[src/rtl/cgra_pkg.sv]
// cgra_pkg: shared CGRA column constants and the RC memory responder state type.
package cgra_pkg;
   localparam int N_ROWS = 4;
   typedef enum logic [1:0] {IDLE, ISSUE, WAIT, DONE} rc_rsp_state_t;
endpackage

[src/rtl/rc_req_prio_enc.sv]
// rc_req_prio_enc: index of the lowest set request bit, plus an any-set flag.
module rc_req_prio_enc #(
   parameter int N_RC = 4,
   parameter int IW   = (N_RC > 1) ? $clog2(N_RC) : 1
) (
   input  logic [N_RC-1:0] i_req,
   output logic [IW-1:0]   o_idx,
   output logic            o_valid
);
   always_comb begin
      o_idx   = '0;
      o_valid = |i_req;
      for (int i = N_RC - 1; i >= 0; i--)
         if (i_req[i]) o_idx = IW'(i);
   end
endmodule

[src/rtl/rc_mem_responder.sv]
// rc_mem_responder: serialises a column's RC load/store batch onto one OBI master port.
// Define CGRA_RSP_ERR_EN to add bus_err_i (zeroes load data) and a sticky err_o.
module rc_mem_responder
   import cgra_pkg::*;
#(
   parameter int N_RC     = N_ROWS,
   parameter int DP_WIDTH = 32
) (
   input  logic                     clk_i,
   input  logic                     rst_ni,
   input  logic [N_RC-1:0]          rc_req_i,
   input  logic [N_RC-1:0]          rc_wen_i,
   input  logic [N_RC-1:0]          rc_ind_i,
   input  logic [N_RC*DP_WIDTH-1:0] rc_add_i,
   input  logic [N_RC*DP_WIDTH-1:0] rc_wdata_i,
   input  logic [DP_WIDTH-1:0]      base_ptr_i,
   output logic [N_RC*DP_WIDTH-1:0] rc_rdata_o,
   output logic [N_RC-1:0]          rc_rvalid_o,
   output logic                     col_stall_o,
   output logic                     bus_req_o,
   input  logic                     bus_gnt_i,
   output logic [DP_WIDTH-1:0]      bus_addr_o,
   output logic                     bus_we_o,
   output logic [DP_WIDTH/8-1:0]    bus_be_o,
   output logic [DP_WIDTH-1:0]      bus_wdata_o,
   input  logic                     bus_rvalid_i,
   input  logic [DP_WIDTH-1:0]      bus_rdata_i
`ifdef CGRA_RSP_ERR_EN
   ,
   input  logic                     bus_err_i,
   output logic                     err_o
`endif
);
   localparam int IW = (N_RC > 1) ? $clog2(N_RC) : 1;

   rc_rsp_state_t            r_state;
   logic [N_RC-1:0]          r_pend;
   logic [N_RC-1:0]          r_rvalid;
   logic [N_RC*DP_WIDTH-1:0] r_rdata;
   logic [IW-1:0]            r_k;
   logic                     r_we;
   logic [IW-1:0]            w_k;
   logic                     w_valid;
   logic                     w_issue;
   logic                     w_resp;
   logic                     w_err;
   logic [N_RC-1:0]          w_done_oh;
   logic [N_RC-1:0]          w_left;
   logic [DP_WIDTH-1:0]      w_add;

   rc_req_prio_enc #(.N_RC(N_RC), .IW(IW)) u_enc (
      .i_req   (r_pend),
      .o_idx   (w_k),
      .o_valid (w_valid)
   );

`ifdef CGRA_RSP_ERR_EN
   logic r_err;
   assign w_err = bus_err_i;
   assign err_o = r_err;
   always_ff @(posedge clk_i or negedge rst_ni)
      if (!rst_ni) r_err <= 1'b0;
      else if (w_resp && bus_err_i) r_err <= 1'b1;
`else
   assign w_err = 1'b0;
`endif

   assign w_issue     = r_state == ISSUE;
   assign w_resp      = r_state == WAIT && bus_rvalid_i;
   assign w_done_oh   = N_RC'(1) << r_k;
   assign w_left      = r_pend & ~w_done_oh;
   assign w_add       = rc_add_i[w_k*DP_WIDTH +: DP_WIDTH];
   // Request fields stay stable while ungranted because stalled RCs hold their inputs.
   assign bus_req_o   = w_issue & w_valid;
   assign bus_addr_o  = w_issue ? (rc_ind_i[w_k] ? base_ptr_i + w_add : w_add) : '0;
   assign bus_we_o    = w_issue & rc_wen_i[w_k];
   assign bus_wdata_o = w_issue ? rc_wdata_i[w_k*DP_WIDTH +: DP_WIDTH] : '0;
   assign bus_be_o    = '1;
   assign rc_rdata_o  = r_rdata;
   assign rc_rvalid_o = r_rvalid;
   assign col_stall_o = rst_ni & ((r_state == IDLE) ? |rc_req_i : (w_issue || r_state == WAIT));

   always_ff @(posedge clk_i or negedge rst_ni) begin
      if (!rst_ni) begin
         r_state  <= IDLE;
         r_pend   <= '0;
         r_rvalid <= '0;
         r_rdata  <= '0;
         r_k      <= '0;
         r_we     <= 1'b0;
      end else begin
         r_rvalid <= w_resp ? w_done_oh : '0;
         case (r_state)
            IDLE: if (|rc_req_i) begin
               r_pend  <= rc_req_i;
               r_state <= ISSUE;
            end
            ISSUE: if (bus_gnt_i) begin
               r_k     <= w_k;
               r_we    <= rc_wen_i[w_k];
               r_state <= WAIT;
            end
            WAIT: if (bus_rvalid_i) begin
               if (!r_we) r_rdata[r_k*DP_WIDTH +: DP_WIDTH] <= w_err ? '0 : bus_rdata_i;
               r_pend  <= w_left;
               r_state <= |w_left ? ISSUE : DONE;
            end
            default: r_state <= IDLE;
         endcase
      end
   end
endmodule

[config.mk]
export PLATFORM = sky130hd
export DESIGN_NAME = rc_mem_responder
export DESIGN_NICKNAME = d
export VERILOG_FILES = /design/src/rtl/cgra_pkg.sv /design/src/rtl/rc_req_prio_enc.sv /design/src/rtl/rc_mem_responder.sv
export SDC_FILE = /design/constraint.sdc
export NUM_CORES = 1
export LEC_CHECK = 0
export BUFFER_PORTS_ARGS = -buffer_cell sky130_fd_sc_hd__buf_2
export CAP_MARGIN = 0
export CORE_AREA = 2 2 210 212
export DETAILED_ROUTE_END_ITERATION = 12
export DIE_AREA = 0 0 212 214
export SLEW_MARGIN = 20
export SYNTH_ARGS = -nofsm -noshare
export SYNTH_HDL_FRONTEND = slang
export SYNTH_SLANG_ARGS = --single-unit
[constraint.sdc]
create_clock -name clk_i -period 6.67 [get_ports clk_i]
set_clock_uncertainty 0.2 [all_clocks]
set_input_delay 0.3335 -clock clk_i [delete_from_list [all_inputs] [get_ports clk_i]]
set_output_delay 0.3335 -clock clk_i [all_outputs]
set_load 0.01 [all_outputs]
# ---- Word-level counts from Yosys, hierarchy flattened
# Cells that the tools add are included.
dict set report totals {
  memories 0
  mem_bits_ro 0
  word_cells 58
  latch_bits 0
  ff_bits 141
  input_bits 336
  out_inout_bits 203
  mem_bits_rw 0
}
dict set report op_classes {
  n_eq_ne 5
  div_mod_pow 0
  n_reduce_logical 11
  mul 0
  n_shift 5
  mux 22
  bitwise 6
  n_lt_le_gt_ge 1
  addsub 2
}
# op n
set op_table {}
lappend op_table {{128-bit by 8-bit variable part select with 32-bit output} 2}
lappend op_table {{128-bit bitwise mux} 1}
lappend op_table {{32-bit by 34-bit variable shift with 128-bit output, first input constant} 1}
lappend op_table {{32-bit by 34-bit variable part select with 128-bit output} 1}
lappend op_table {{32-bit two-way mux} 3}
lappend op_table {{7-bit negation with 34-bit output} 1}
lappend op_table {{32-bit adder} 1}
lappend op_table {{2-bit two-way mux} 8}
lappend op_table {{4-bit two-way mux} 3}
lappend op_table {{4-bit OR reduction} 3}
lappend op_table {{3-bit AND reduction} 3}
lappend op_table {{4-bit one-hot mux with 2 select lines} 1}
lappend op_table {{2-bit one-hot mux with 3 select lines} 1}
lappend op_table {{4-bit AND} 1}
lappend op_table {{1-bit binary-select mux with 2-bit select} 2}
lappend op_table {{2-bit != test, second input constant} 2}
lappend op_table {{4-bit inverter} 1}
lappend op_table {{1-bit by 2-bit << shifter with 4-bit output, first input constant} 1}
lappend op_table {{1-bit AND} 3}
lappend op_table {{2-bit by 3-bit less-than comparator with 1-bit output, second input constant} 1}
lappend op_table {{1-bit two-way mux} 3}
lappend op_table {{2-bit by 1-bit == test with 1-bit output, second input constant} 1}
lappend op_table {{2-bit == test, second input constant} 1}
lappend op_table {{2-bit logical NOT} 1}
lappend op_table {{6 further kinds} 6}

# ---- Logic depth before layout (Yosys ltp)
# Gate-level depths: netlist of run 1.
dict set report depth {
  word_depth 8
  ltp_mapped 16
  ltp_nobuf 14
}

# ---- Modules after synthesis
# A second synthesis of run 1 with hierarchy kept.
dict set report hier_totals {
  hier_cells 1105
  area_unflattened_um2 9836.9
}
# module area_each_um2 n_inst cells_per_inst
set modules_own_cells {}
lappend modules_own_cells {rc_mem_responder 9801.9 1 1098}
lappend modules_own_cells {rc_req_prio_enc 35.0 1 7}

# ---- Worst setup path before layout of run 1
# Ideal clock, no wire load.
dict set report synth_timing {
  kind {register to output}
  startpoint {register r_pend[0]}
  endpoint {output port bus_addr_o[29]}
  required_ns 6.136
  path_slack_ns 2.110
  path_stages_with_launch 15
  n_path_buf 2
  t_arrival_ns 4.027
  path_cell_list {dfrtp_1 > nor3_1 > buf_4 > buf_2 > mux4_2 > ha_1 > and4_1 > nand4_1 > a211o_1 > a21o_1 > a22o_1 > o21ai_2 > a211oi_1 > or3_1 > a21oi_1}
}
dict set report synth_via {
  elab_chain_cells 5
  word_cells_on_any_way 7
}
# element line_no
set synth_rtl {}
lappend synth_rtl {{from (decl)} rc_mem_responder.sv:37} ;# logic [N_RC-1:0] r_pend;
lappend synth_rtl {{from (signal assigned)} rc_mem_responder.sv:95} ;# r_pend <= rc_req_i;
lappend synth_rtl {{from (signal assigned)} rc_mem_responder.sv:105} ;# r_pend <= w_left;
lappend synth_rtl {{2-bit two-way mux *} rc_req_prio_enc.sv:14} ;# if (i_req[i]) o_idx = IW'(i);
lappend synth_rtl {{128-bit by 8-bit variable part select with 32-bit output / 1-bit binary-select mux with 2-bit select (equally long branches)} {rc_mem_responder.sv:72, rc_mem_responder.sv:75}}
lappend synth_rtl {{32-bit adder / 1-bit two-way mux (equally long branches)} rc_mem_responder.sv:75} ;# assign bus_addr_o = w_issue ? (rc_ind_i[w_k] ? base_ptr_i + w_add : w_add) : '0;
lappend synth_rtl {{32-bit two-way mux * (2 in series)} rc_mem_responder.sv:75}
lappend synth_rtl {{to (decl)} rc_mem_responder.sv:22} ;# output logic [DP_WIDTH-1:0] bus_addr_o,
# Mark *: on every way between the ends. The rest lies on a longest branch, timed or not. The select of a mux whose other input is x is not followed.

# ---- Worst setup path after layout of run 1
dict set report layout_timing {
  startpoint {register r_pend[1]}
  endpoint {output port bus_addr_o[29]}
}
dict set report layout_via {
  elab_chain_cells 6
  word_cells_on_any_way 8
}
# element line_no
set layout_rtl {}
lappend layout_rtl {{2-bit two-way mux * (2 in series)} rc_req_prio_enc.sv:14}
lappend layout_rtl {{128-bit by 8-bit variable part select with 32-bit output / 1-bit binary-select mux with 2-bit select (equally long branches)} {rc_mem_responder.sv:72, rc_mem_responder.sv:75}}
lappend layout_rtl {{32-bit adder / 1-bit two-way mux (equally long branches)} rc_mem_responder.sv:75}
lappend layout_rtl {{32-bit two-way mux * (2 in series)} rc_mem_responder.sv:75}
# Marks and branches as above.

==> summary.md, run 1 <==
| Metric | Value |
|---|---|
| Reg2reg end | `r_we$_DFFE_PN0P_` |
| # DRC | `0` |
| Slowest stage delay, CP | `580 ps` |
| Status | `complete, no violations` |
| Cell variety after synth | `50` |
| Simple-gate portion of the synthesized area | `20.2%` |
| Initial core utilization | `22.7%` |
| Worst-path fanout max | `29` |
| Setup TNS | `0 ps` |
| Sink of the worst hold path | `rc_rdata_o[125]$_DFFE_PN0P_` |
| DIE HEIGHT | `214 µm` |
| Crit path time final | `5490 ps` |
| Adder-cell area share of the yosys netlist | `6.51%` |
| Initial antenna violation count | `6` |
| Layout fillers | `4560` |
| Power Density | `441 nW/µm²` |
| Placement row count | `76` |
| Static leakage | `6.92 nW` |
| WHS Path Cells | `3` |
| Crit path DAT | `4950 ps` |
| Pint | `3.18 mW` |
| Share of cells above drive strength 1 | `40.3%` |
| CP max stage cell | `mux4_2` |
| Nets | `2023` |
| Slew HR | `48.0%` |
| Aggregate routed wire length | `41.4 mm` |
| FF+latch area | `3530 µm²` |
| Startpoint types | `register` |
| Gr usage total | `17.7%` |
| Multi-input combinational cell area | `5900 µm²` |
| Critical path endpoint category | `output port` |
| Sw power | `2.93 mW` |
| Mean Syn Cell Area | `8.74 µm²` |
| Via count of the first global-routing pass | `10600` |
| CP cell instances | `nor3_2, buf_12, mux4_2, ha_1, and4_1, nand4_1, a211o_1, a21o_1, a22o_1, o21ai_2, a211oi_1, or3_1, a21oi_1, buf_2` |
| Final setup viols | `0` |
| Reg2reg start | `r_pend[3]$_DFFE_PN0P_` |
| CTS tree | `built` |
| Worst-path clk slew | `70 ps` |
| Clk sink count | `141` |
| Clock Power Share | `14.7%` |
| Synth area leaders | `dfrtp_1 (36%), mux4_2 (15%), nand2_1 (14%)` |
| WP data required | `6140 ps` |
| Setup CP Type | `register to output port` |
| CTS Buf Count | `17` |
| Cells after synthesis | `1113` |
| RSZ-0062 raised after global routing | `false` |
| Io pins | `539` |
| CTS H-tree depth | `4` |
| Core Area | `42900 µm²` |
| Grt met2 use | `29.9%` |
| Worst min-delay path startpoint | `bus_rdata_i[29]` |
| Post-synth EDFFs | `0` |
| Drt pass-1 iters | `5` |
| XOR/XNOR Fraction of Synth Area | `1.98%` |
| Mux contribution to synthesized area | `15.5%` |
| Die Area | `45400 µm²` |
| Top Usage Layer GRT | `met2` |
| Gp weighted congestion | `1.01` |
| Post-synth top area cell | `dfrtp_1` |
| Post-CTS Setup Bufs | `0` |
| Synth warn | `0` |
| Avg WL per Cell | `18.5 µm` |
| Largest net degree at the start of global routing | `84` |
| Worst reg2reg path depth | `5` |
| Setup crit start | `r_pend[1]$_DFFE_PN0P_` |
| VDD IR max | `0.235 mV` |
| Ys async rst share | `100%` |
| Worst min-delay path class | `input port to register` |
| Compound-Gate Fraction of Synth Area | `15.7%` |
| Mapped cell area | `9730 µm²` |
| Yosys top cell area share | `36.3%` |
| R2R Setup Slk | `3840 ps` |
| Area growth syn-to-layout | `42.8%` |
| Met3 usage | `4.19%` |
| Max Slew Vio Count | `0` |
| Port bufs | `534` |
| Switching part of the total | `48.0%` |
| Die Wd | `212 µm` |
| Global routing usage on met1 | `22.0%` |
| Fmax | `182 MHz` |
| Final period utilization | `82.2%` |
| Largest family of logic cells by synthesized area | `simple AND/OR/NAND/NOR gates` |
| Yosys reg bits | `141` |
| Comb power frac | `67.3%` |
| DR vias/cell | `4.70` |
| Part of the power in registers | `18.0%` |
| Post-synth top flop | `dfrtp_1` |
| First-pass GRT wire length | `62.5 mm` |
| Hold Vio Cnt, Final | `0` |
| Root Driver | `clkbuf_16` |
| Clk_lat worst skew | `420 ps` |
| Placed wire-length estimate | `33.3 mm` |
| Vias | `10500` |
| Max-cap violations | `0` |
| Total power | `6.12 mW` |
| Grt total ovfl | `0` |
| Worst-margin pin slew | `780 ps` |
| Hold WS | `15.0 ps` |
| Max clock buf depth | `2` |
| Seq/Total Area, Yosys | `36.3%` |
| Initial DRC count | `548` |
| Antenna viol nets, final | `0` |
## cells in the mapped netlist (5+ instances only)
| cell | count |
|---|---|
| o21bai_1 | 5 |
| clkbuf_1 | 61 |
| and2_1 | 36 |
| nand3_1 | 14 |
| a21o_1 | 17 |
| xnor2_1 | 11 |
| mux4_2 | 65 |
| ha_1 | 49 |
| dfrtp_1 | 141 |
| xor2_1 | 11 |
| o21ai_0 | 160 |
| nand2_1 | 351 |
| buf_2 | 10 |
| inv_1 | 15 |
| a21oi_1 | 56 |
| and3_1 | 5 |
| buf_4 | 5 |
| nand4_1 | 10 |
| nor2_1 | 25 |
## per-layer routing
metal	up-vias	wire (µm)
li1	4939	-
met1	5087	17600
met2	436	19700
met3	66	2710
met4	4	1300
met5	-	89
## metrics by stage
stage | std cells | area (µm²) | worst slack (ps) | util [%]
2_1_floorplan | 1116 | 9740 | 2110 | -
3_3_place_gp | 2173 | 13000 | 1550 | 30.3
3_5_place_dp | 2173 | 13000 | 1540 | 30.3
4_1_cts | 2235 | 13900 | 1050 | 32.3
5_1_grt | 2239 | 13900 | 797 | 32.4
6_report | 2239 | 13900 | 1180 | 32.4
## worst max path at each step
stage                                end  slack [ps]  depth (start not counted)
after floorplan           bus_addr_o[29]        2110                         14
after global placement    bus_addr_o[30]        1550                         14
after detailed placement  bus_addr_o[30]        1540                         14
after CTS                 bus_addr_o[30]        1050                         14
after global routing      bus_addr_o[30]         800                         15
final                     bus_addr_o[29]        1180                         14
## cell usage in the layout (no fill, tap or decap), types with 4 or more instances in the layout
cell	instances
buf_2	533
conb_1	4
nand3_1	14
clkbuf_16	17
o21ai_0	160
xnor2_1	11
inv_1	15
a211oi_1	4
nand4_1	10
nor2_1	25
dlygate4sd3_1	30
diode_2	4
a21oi_1	56
xor2_1	11
ha_1	48
o21bai_1	5
o211ai_1	4
dfrtp_1	141
buf_4	12
inv_6	6
a21o_1	17
and3_1	5
nand2_1	347
nor2b_1	4
and2_1	36
nand2b_1	4
a31oi_1	4
mux4_2	65
or3_1	4
## registers in the layout, indices dropped and copies added (netlist names)
name	count
rc_rvalid_o	4
r_state	2
r_we	1
r_k	2
r_pend	4
rc_rdata_o	128
## kinds of logic after synthesis
logic type | count (synthesis)
AO/OA/AOI/OAI | 273
XOR/XNOR | 22
adder cells (fa/ha/maj) | 50
buffers and inverters | 91
flip-flops | 141
multiplexers | 69
other | 1
AND/OR/NAND/NOR | 466
## power groups by stage
| stage | logic, mW | registers (mW) | clock network [mW] |
|---|---|---|---|
| floorplan | 2.68 | 1.16 | 0 |
| global placement | 4.08 | 1.11 | 0 |
| detailed placement | 4.10 | 1.12 | 0 |
| CTS | 4.14 | 1.10 | 0.925 |
| global route | 4.53 | 1.12 | 0.957 |
| finish | 4.12 | 1.10 | 0.900 |
## final cells by class
| cell class | count | area share (%) |
|---|---|---|
| diodes | 4 | 0.0721 |
| clock buffers | 17 | 3.06 |
| clock inverters | 15 | 0.937 |
| inverters | 15 | 0.405 |
| multi-input cells | 884 | 42.5 |
| flip-flops and latches | 141 | 25.4 |
| well taps | 585 | 5.27 |
| repair buffers | 578 | 22.3 |
## worst max-delay path: cells and delay by family (launching register included)
family | cells | cell delay (ps)
flops | 1 | 450
mux | 1 | 580
buf+inv | 2 | 460
simple gates | 4 | 1250
fa+ha+maj | 1 | 450
compound gates | 6 | 1290
## timing repair
action	CTS	global route
endpoints found under the hold margin	145	0
hold buffers	30	0
resized for setup	0	0
No activity file was read; power rests on OpenSTA's default activity.
==> run 2: changes to the inputs <==
clock period = 5 ns   (was 6.67 ns; I/O delays follow)
==> summary.md, run 2 (same netlist as run 1, synthesis figures left out) <==
| Metric | Value |
|---|---|
| Status | `complete, no violations` |
| Io pins | `539 (unchanged)` |
| Final period utilization | `97.0%` |
| Die Area | `45400 µm² (unchanged)` |
| Setup ws final | `150 ps (-1030 ps)` |
| Static leakage | `7.14 nW (+3.1%)` |
| DIE HEIGHT | `214 µm (unchanged)` |
| Initial core utilization | `22.7% (unchanged)` |
| Crit path DAT | `4400 ps (-550 ps)` |
| Vias | `10700 (+1.4%)` |
| Port bufs | `534 (unchanged)` |
| Clk sink count | `141 (unchanged)` |
| # DRC | `0 (unchanged)` |
| Largest register FFs | `128 (unchanged)` |
| Top Usage Layer GRT | `met2` |
| Initial antenna violation count | `4 (-2)` |
| Met3 usage | `3.78% (-0.41 points)` |
| Slowest stage delay, CP | `530 ps (-50 ps)` |
| Grt met2 use | `32.6% (+2.8 points)` |
| Aggregate routed wire length | `43.3 mm (+4.6%)` |
| Area growth syn-to-layout | `48.1%` |
| Setup CP Type | `register to output port` |
| Drt pass-1 iters | `5 (unchanged)` |
| Root Driver | `clkbuf_16` |
| RSZ-0062 raised after global routing | `true` |
| Setup TNS | `0 ps (unchanged)` |
| Avg WL per Cell | `19.1 µm (+3.2%)` |
| Worst-path clk slew | `60 ps (about the same)` |
| DR vias/cell | `4.71 (about the same)` |
| Gr usage total | `18.4% (+0.70 points)` |
| Worst-margin pin slew | `702 ps (-78.3 ps)` |
| Startpoint types | `register` |
| Via count of the first global-routing pass | `10900 (+2.8%)` |
| Critical path endpoint category | `output port` |
| Gp weighted congestion | `1.00 (-0.57%)` |
| Die Wd | `212 µm (unchanged)` |
| Largest net degree at the start of global routing | `65 (-23%)` |
| Max-cap violations | `0 (unchanged)` |
| Fmax | `206 MHz` |
| CP max stage cell | `mux4_2` |
| Core Area | `42900 µm² (unchanged)` |
| VDD IR max | `0.402 mV (+71%)` |
| Grt total ovfl | `0 (unchanged)` |
| Crit path time final | `4850 ps` |
| Hold Vio Cnt, Final | `0 (unchanged)` |
| Placed wire-length estimate | `34.1 mm (+2.5%)` |
| CP cell instances | `nor3_4, buf_12, clkbuf_16, buf_4, mux4_2, ha_1, nand4b_1, a211o_1, a211o_1, a31o_2, o21ai_4, mux2i_1, o21ai_1, mux2i_1, buf_2` |
| Slew HR | `53.0% (+5.0 points)` |
| Commonest non-fill, non-tap cell in the layout | `buf_2` |
| Antenna viol nets, final | `0 (unchanged)` |
| CTS tree | `built` |
| Worst-path fanout max | `5 (-83%)` |
| First-pass GRT wire length | `64.6 mm (+3.4%)` |
| Nets | `2056 (+1.6%)` |
| Initial DRC count | `660 (+20%)` |
| Share of cells above drive strength 1 | `42.2% (+1.9 points)` |
| Worst min-delay path class | `input port to register` |
| Setup WS pre-CTS | `215 ps (-1330 ps)` |
| CTS Buf Count | `17 (unchanged)` |
| Max clock buf depth | `2 (unchanged)` |
| WP data required | `4550 ps (-1590 ps)` |
| CTS H-tree depth | `4 (unchanged)` |
| Max Slew Vio Count | `0 (unchanged)` |
| Most frequent cells in the layout | `buf_2 (533), nand2_1 (346), o21ai_0 (159)` |
| Final setup viols | `0 (unchanged)` |
| Power Density | `607 nW/µm² (+38%)` |
| Global routing usage on met1 | `22.3% (+0.30 points)` |
| Placement row count | `76 (unchanged)` |
| Clk_lat worst skew | `420 ps (about the same)` |
## run 2: stage by stage
stage | hold slack (ps) | std cells | utilization, % | area [µm²] | total power, mW
after detailed placement | 67.9 | 2182 | 30.5 | 13100 | 7.03
after CTS | 4.79 | 2256 | 32.9 | 14100 | 8.47
after floorplan | -246 | 1116 | - | 9740 | 5.13
after global routing | 50.7 | 2269 | 33.6 | 14400 | 9.38
final | 34.5 | 2270 | 33.6 | 14400 | 8.74
after global placement | 68.9 | 2182 | 30.5 | 13100 | 7.01
## run 2: path summary, 6_finish.rpt
check,endpoint,depth (start not counted),slack (ps),startpoint
min,r_k[0]$_DFFE_PN0P_,3,30,bus_gnt_i
max reg2reg,rc_rdata_o[8]$_DFFE_PN0P_,6,2220,r_k[0]$_DFFE_PN0P_
max,bus_addr_o[31],15,150,r_pend[0]$_DFFE_PN0P_
min in group asynchronous,rc_rdata_o[12]$_DFFE_PN0P_,2,160,rst_ni
max in group asynchronous,rc_rdata_o[78]$_DFFE_PN0P_,3,3370,rst_ni
min reg2reg,rc_rdata_o[85]$_DFFE_PN0P_,2,270,rc_rdata_o[85]$_DFFE_PN0P_
## run 2: area by class of cell
cell class	count	area, µm²
fillers	4476	28500
multi-input cells	884	6050
flip-flops and latches	141	3530
repair buffers	611	3430
well taps	585	732
clock buffers	20	467
clock inverters	12	135
inverters	15	56.3
diodes	2	5.00
## run 2: routing by layer
layer	vias up	share of wire (%)
met5	-	0.030
met4	2	2.6
met3	62	6.5
met2	468	50
met1	5151	41
li1	4999	-
## run 2: what timing repair did
| action | 4_1_cts | 5_1_grt |
|---|---|---|
| resized for setup | 9 | 28 |
| gates cloned | 0 | 1 |
| hold buffers | 38 | 0 |
| endpoints found under the setup margin | 7 | 10 |
| setup buffers | 4 | 11 |
| hold endpoints to repair | 193 | 0 |
| pin swaps | 2 | 8 |
## run 2: power breakdown
part / internal [mW] / total [mW] / switching, mW
Combinational: 2.56 / 5.97 / 3.42
Clock: 0.778 / 1.29 / 0.517
Sequential: 1.34 / 1.47 / 0.127
## run 2: worst max-delay path: cells and delay by family, from the launching register on
family | cells | cell delay, ps
mux | 3 | 950
compound gates | 5 | 1240
fa+ha+maj | 1 | 350
buf+inv | 4 | 590
flops | 1 | 430
simple gates | 2 | 410
==> run 3: changes to the inputs <==
--- a/constraint.sdc
+++ b/constraint.sdc
@@ -3,3 +3,3 @@
 set_input_delay 0.25 -clock clk_i [delete_from_list [all_inputs] [get_ports clk_i]]
 set_output_delay 0.25 -clock clk_i [all_outputs]
-set_load 0.01 [all_outputs]
+set_load 0.05 [all_outputs]
==> summary.md, run 3 (same netlist as run 1, synthesis figures left out) <==
| Metric | Value |
|---|---|
| Max Slew Vio Count | `0 (unchanged)` |
| Worst-path clk slew | `60 ps (about the same)` |
| Placed wire-length estimate | `33.8 mm (-1.0%)` |
| Static leakage | `7.20 nW (+0.90%)` |
| Max-cap violations | `0 (unchanged)` |
| Most frequent cells in the layout | `buf_2 (522), nand2_1 (346), o21ai_0 (157)` |
| First-pass GRT wire length | `64.8 mm (+0.18%)` |
| Worst-path fanout max | `6 (+1)` |
| Commonest non-fill, non-tap cell in the layout | `buf_2` |
| Final setup viols | `0 (unchanged)` |
| Die Wd | `212 µm (unchanged)` |
| Clock Power Share | `11.7% (-3.1 points)` |
| CTS H-tree depth | `4 (unchanged)` |
| Crit path DAT | `4460 ps (+60 ps)` |
| Largest register FFs | `128 (unchanged)` |
| Hold Vio Cnt, Final | `0 (unchanged)` |
| Antenna viol nets, final | `0 (unchanged)` |
| Nets | `2062 (+0.29%)` |
| DR vias/cell | `4.72 (+0.21%)` |
| Clk_lat worst skew | `430 ps (about the same)` |
| Fin area | `14700 µm² (+1.9%)` |
| Largest net degree at the start of global routing | `80 (+23%)` |
| Avg WL per Cell | `18.9 µm (-0.87%)` |
| DIE HEIGHT | `214 µm (unchanged)` |
| Switching part of the total | `54.1% (+7.6 points)` |
| Layout fillers | `4475 (-0.022%)` |
| Max clock buf depth | `2 (unchanged)` |
| Final period utilization | `98.2% (+1.2 points)` |
| Vias | `10700 (+0.43%)` |
| Total power | `10.7 mW (+22%)` |
| Pint | `4.90 mW (+4.7%)` |
| Slew HR | `44.6% (-8.4 points)` |
| Initial antenna violation count | `3 (-1)` |
| Initial DRC count | `705 (+6.8%)` |
| Critical path endpoint category | `output port` |
| Worst-margin pin slew | `831 ps (+129 ps)` |
| Setup CP Type | `register to output port` |
| Die Area | `45400 µm² (unchanged)` |
| CP cell instances | `nor3_4, buf_12, clkbuf_16, mux4_2, ha_1, buf_4, a21oi_1, o21ai_0, a211oi_2, a211o_1, a31o_4, o21ai_4, mux2i_2, o21ai_2, mux2i_2, buf_6` |
| CP max stage cell | `mux4_2` |
| Area growth syn-to-layout | `50.9%` |
| Io pins | `539 (unchanged)` |
| Core Area | `42900 µm² (unchanged)` |
| Initial core utilization | `22.7% (unchanged)` |
| Power Density | `727 nW/µm² (+20%)` |
| FF+latch area | `3530 µm² (unchanged)` |
| VDD IR max | `0.508 mV (+26%)` |
| Placement row count | `76 (unchanged)` |
| Comb power frac | `74.6% (+6.2 points)` |
| # DRC | `0 (unchanged)` |
| Hold WS | `122 ps (+87.8 ps)` |
| WP data required | `4550 ps (about the same)` |
| Most frequent CP cell | `mux2i_2` |
| Slowest stage delay, CP | `520 ps (about the same)` |
| CTS tree | `built` |
| Port bufs | `534 (unchanged)` |
| Crit path time final | `4910 ps (+57.8 ps)` |
| Multi-input combinational cell area | `6130 µm² (+1.3%)` |
| Aggregate routed wire length | `43.0 mm (-0.65%)` |
| Share of cells above drive strength 1 | `43.1% (+0.86 points)` |
| Via count of the first global-routing pass | `11100 (+1.9%)` |
| Sw power | `5.77 mW (+42%)` |
| Startpoint types | `register` |
| RSZ-0062 raised after global routing | `true` |
| Clk sink count | `141 (unchanged)` |
| Grt total ovfl | `0 (unchanged)` |
| Gr usage total | `18.4% (-0.035 points)` |
| Part of the power in registers | `13.7% (-3.1 points)` |
| Placed Area | `13200 µm² (+1.4%)` |
| Status | `complete, no violations` |
| Worst min-delay path class | `input port to register` |
| Gp weighted congestion | `1.01 (+0.81%)` |
| Fmax | `204 MHz (-1.2%)` |
| CTS Buf Count | `17 (unchanged)` |
| Root Driver | `clkbuf_16` |
| Drt pass-1 iters | `5 (unchanged)` |
run 3: changes by cell type in the layout (fill, tap and decap cells not counted), sizes merged:
| cell | delta |
|---|---|
| inv | +7 |
| buf | +4 |
| clkinv | -4 |
| clkbuf | -2 |
| bufinv | -1 |
| clkinvlp | +1 |
| diode | -1 |
| dlygate4sd3 | +1 |
run 3: final timing paths:
kind                                            startpoint  depth (start not counted)                          to  slack [ps]
worst max-delay path                 r_pend[1]$_DFFE_PN0P_                         16              bus_addr_o[31]          90
worst min-delay path                           rc_wen_i[3]                          3            r_we$_DFFE_PN0P_         120
worst max register to register       r_pend[1]$_DFFE_PN0P_                          7            r_we$_DFFE_PN0P_        2040
worst min register to register  rc_rdata_o[14]$_DFFE_PN0P_                          2  rc_rdata_o[14]$_DFFE_PN0P_         270
max in group asynchronous                           rst_ni                          3  rc_rdata_o[85]$_DFFE_PN0P_        3230
min in group asynchronous                           rst_ni                          2  rc_rdata_o[98]$_DFFE_PN0P_         170
run 3: area by class of cell:
| type | count | area share (%) |
|---|---|---|
| tap | 585 | 4.99 |
| timing repair buffer | 617 | 24.9 |
| sequential | 141 | 24.0 |
| clock buffer | 17 | 2.90 |
| antenna | 1 | 0.0170 |
| multi-input combinational | 884 | 41.7 |
| clock inverter | 15 | 1.03 |
| inverter | 15 | 0.384 |
run 3: per-layer routing:
metal  share of wire, %  up-vias  global-route usage, %
li1                   -     5012                      -
met1                 41     5151                   22.4
met2                 49      487                   31.9
met3                7.0       78                   4.18
met4                3.6        0                   5.99
met5                  0        -                      0
run 3: repair_timing:
action | CTS | global route
cloned | 1 | 2
hold buffers | 39 | 0
resized for setup | 12 | 38
setup endpoints to repair | 11 | 14
pin swaps | 2 | 5
setup buffers | 3 | 11
hold endpoints to repair | 199 | 0
run 3: power by group through the flow:
stage               Sequential, mW  Combinational (mW)  Clock (mW)
finish                        1.46                7.96        1.25
floorplan                     2.05                4.65           0
global route                  1.49                8.50        1.32
global placement              1.48                7.38           0
detailed placement            1.49                7.41           0
CTS                           1.46                7.61        1.28
run 3: critical path: cells and delay by family, from the launching register on:
kind,cells,cell delay (ps)
buffers and inverters,4,660
flip-flops,1,420
AO/OA/AOI/OAI,7,1380
AND/OR/NAND/NOR,1,220
adder cells (fa/ha/maj),1,320
multiplexers,3,1000
run 3: metrics by stage:
| step | utilization (%) | worst slack [ps] | setup TNS, ps | cells |
|---|---|---|---|---|
| global route | 34.2 | -51.7 | -51.7 | 2275 |
| global placement | 30.9 | 292 | 0 | 2186 |
| detailed placement | 30.9 | 227 | 0 | 2186 |
| floorplan | - | 34.7 | 0 | 1116 |
| finish | 34.2 | 92.4 | 0 | 2275 |
| CTS | 33.4 | 9.98 | 0 | 2261 |
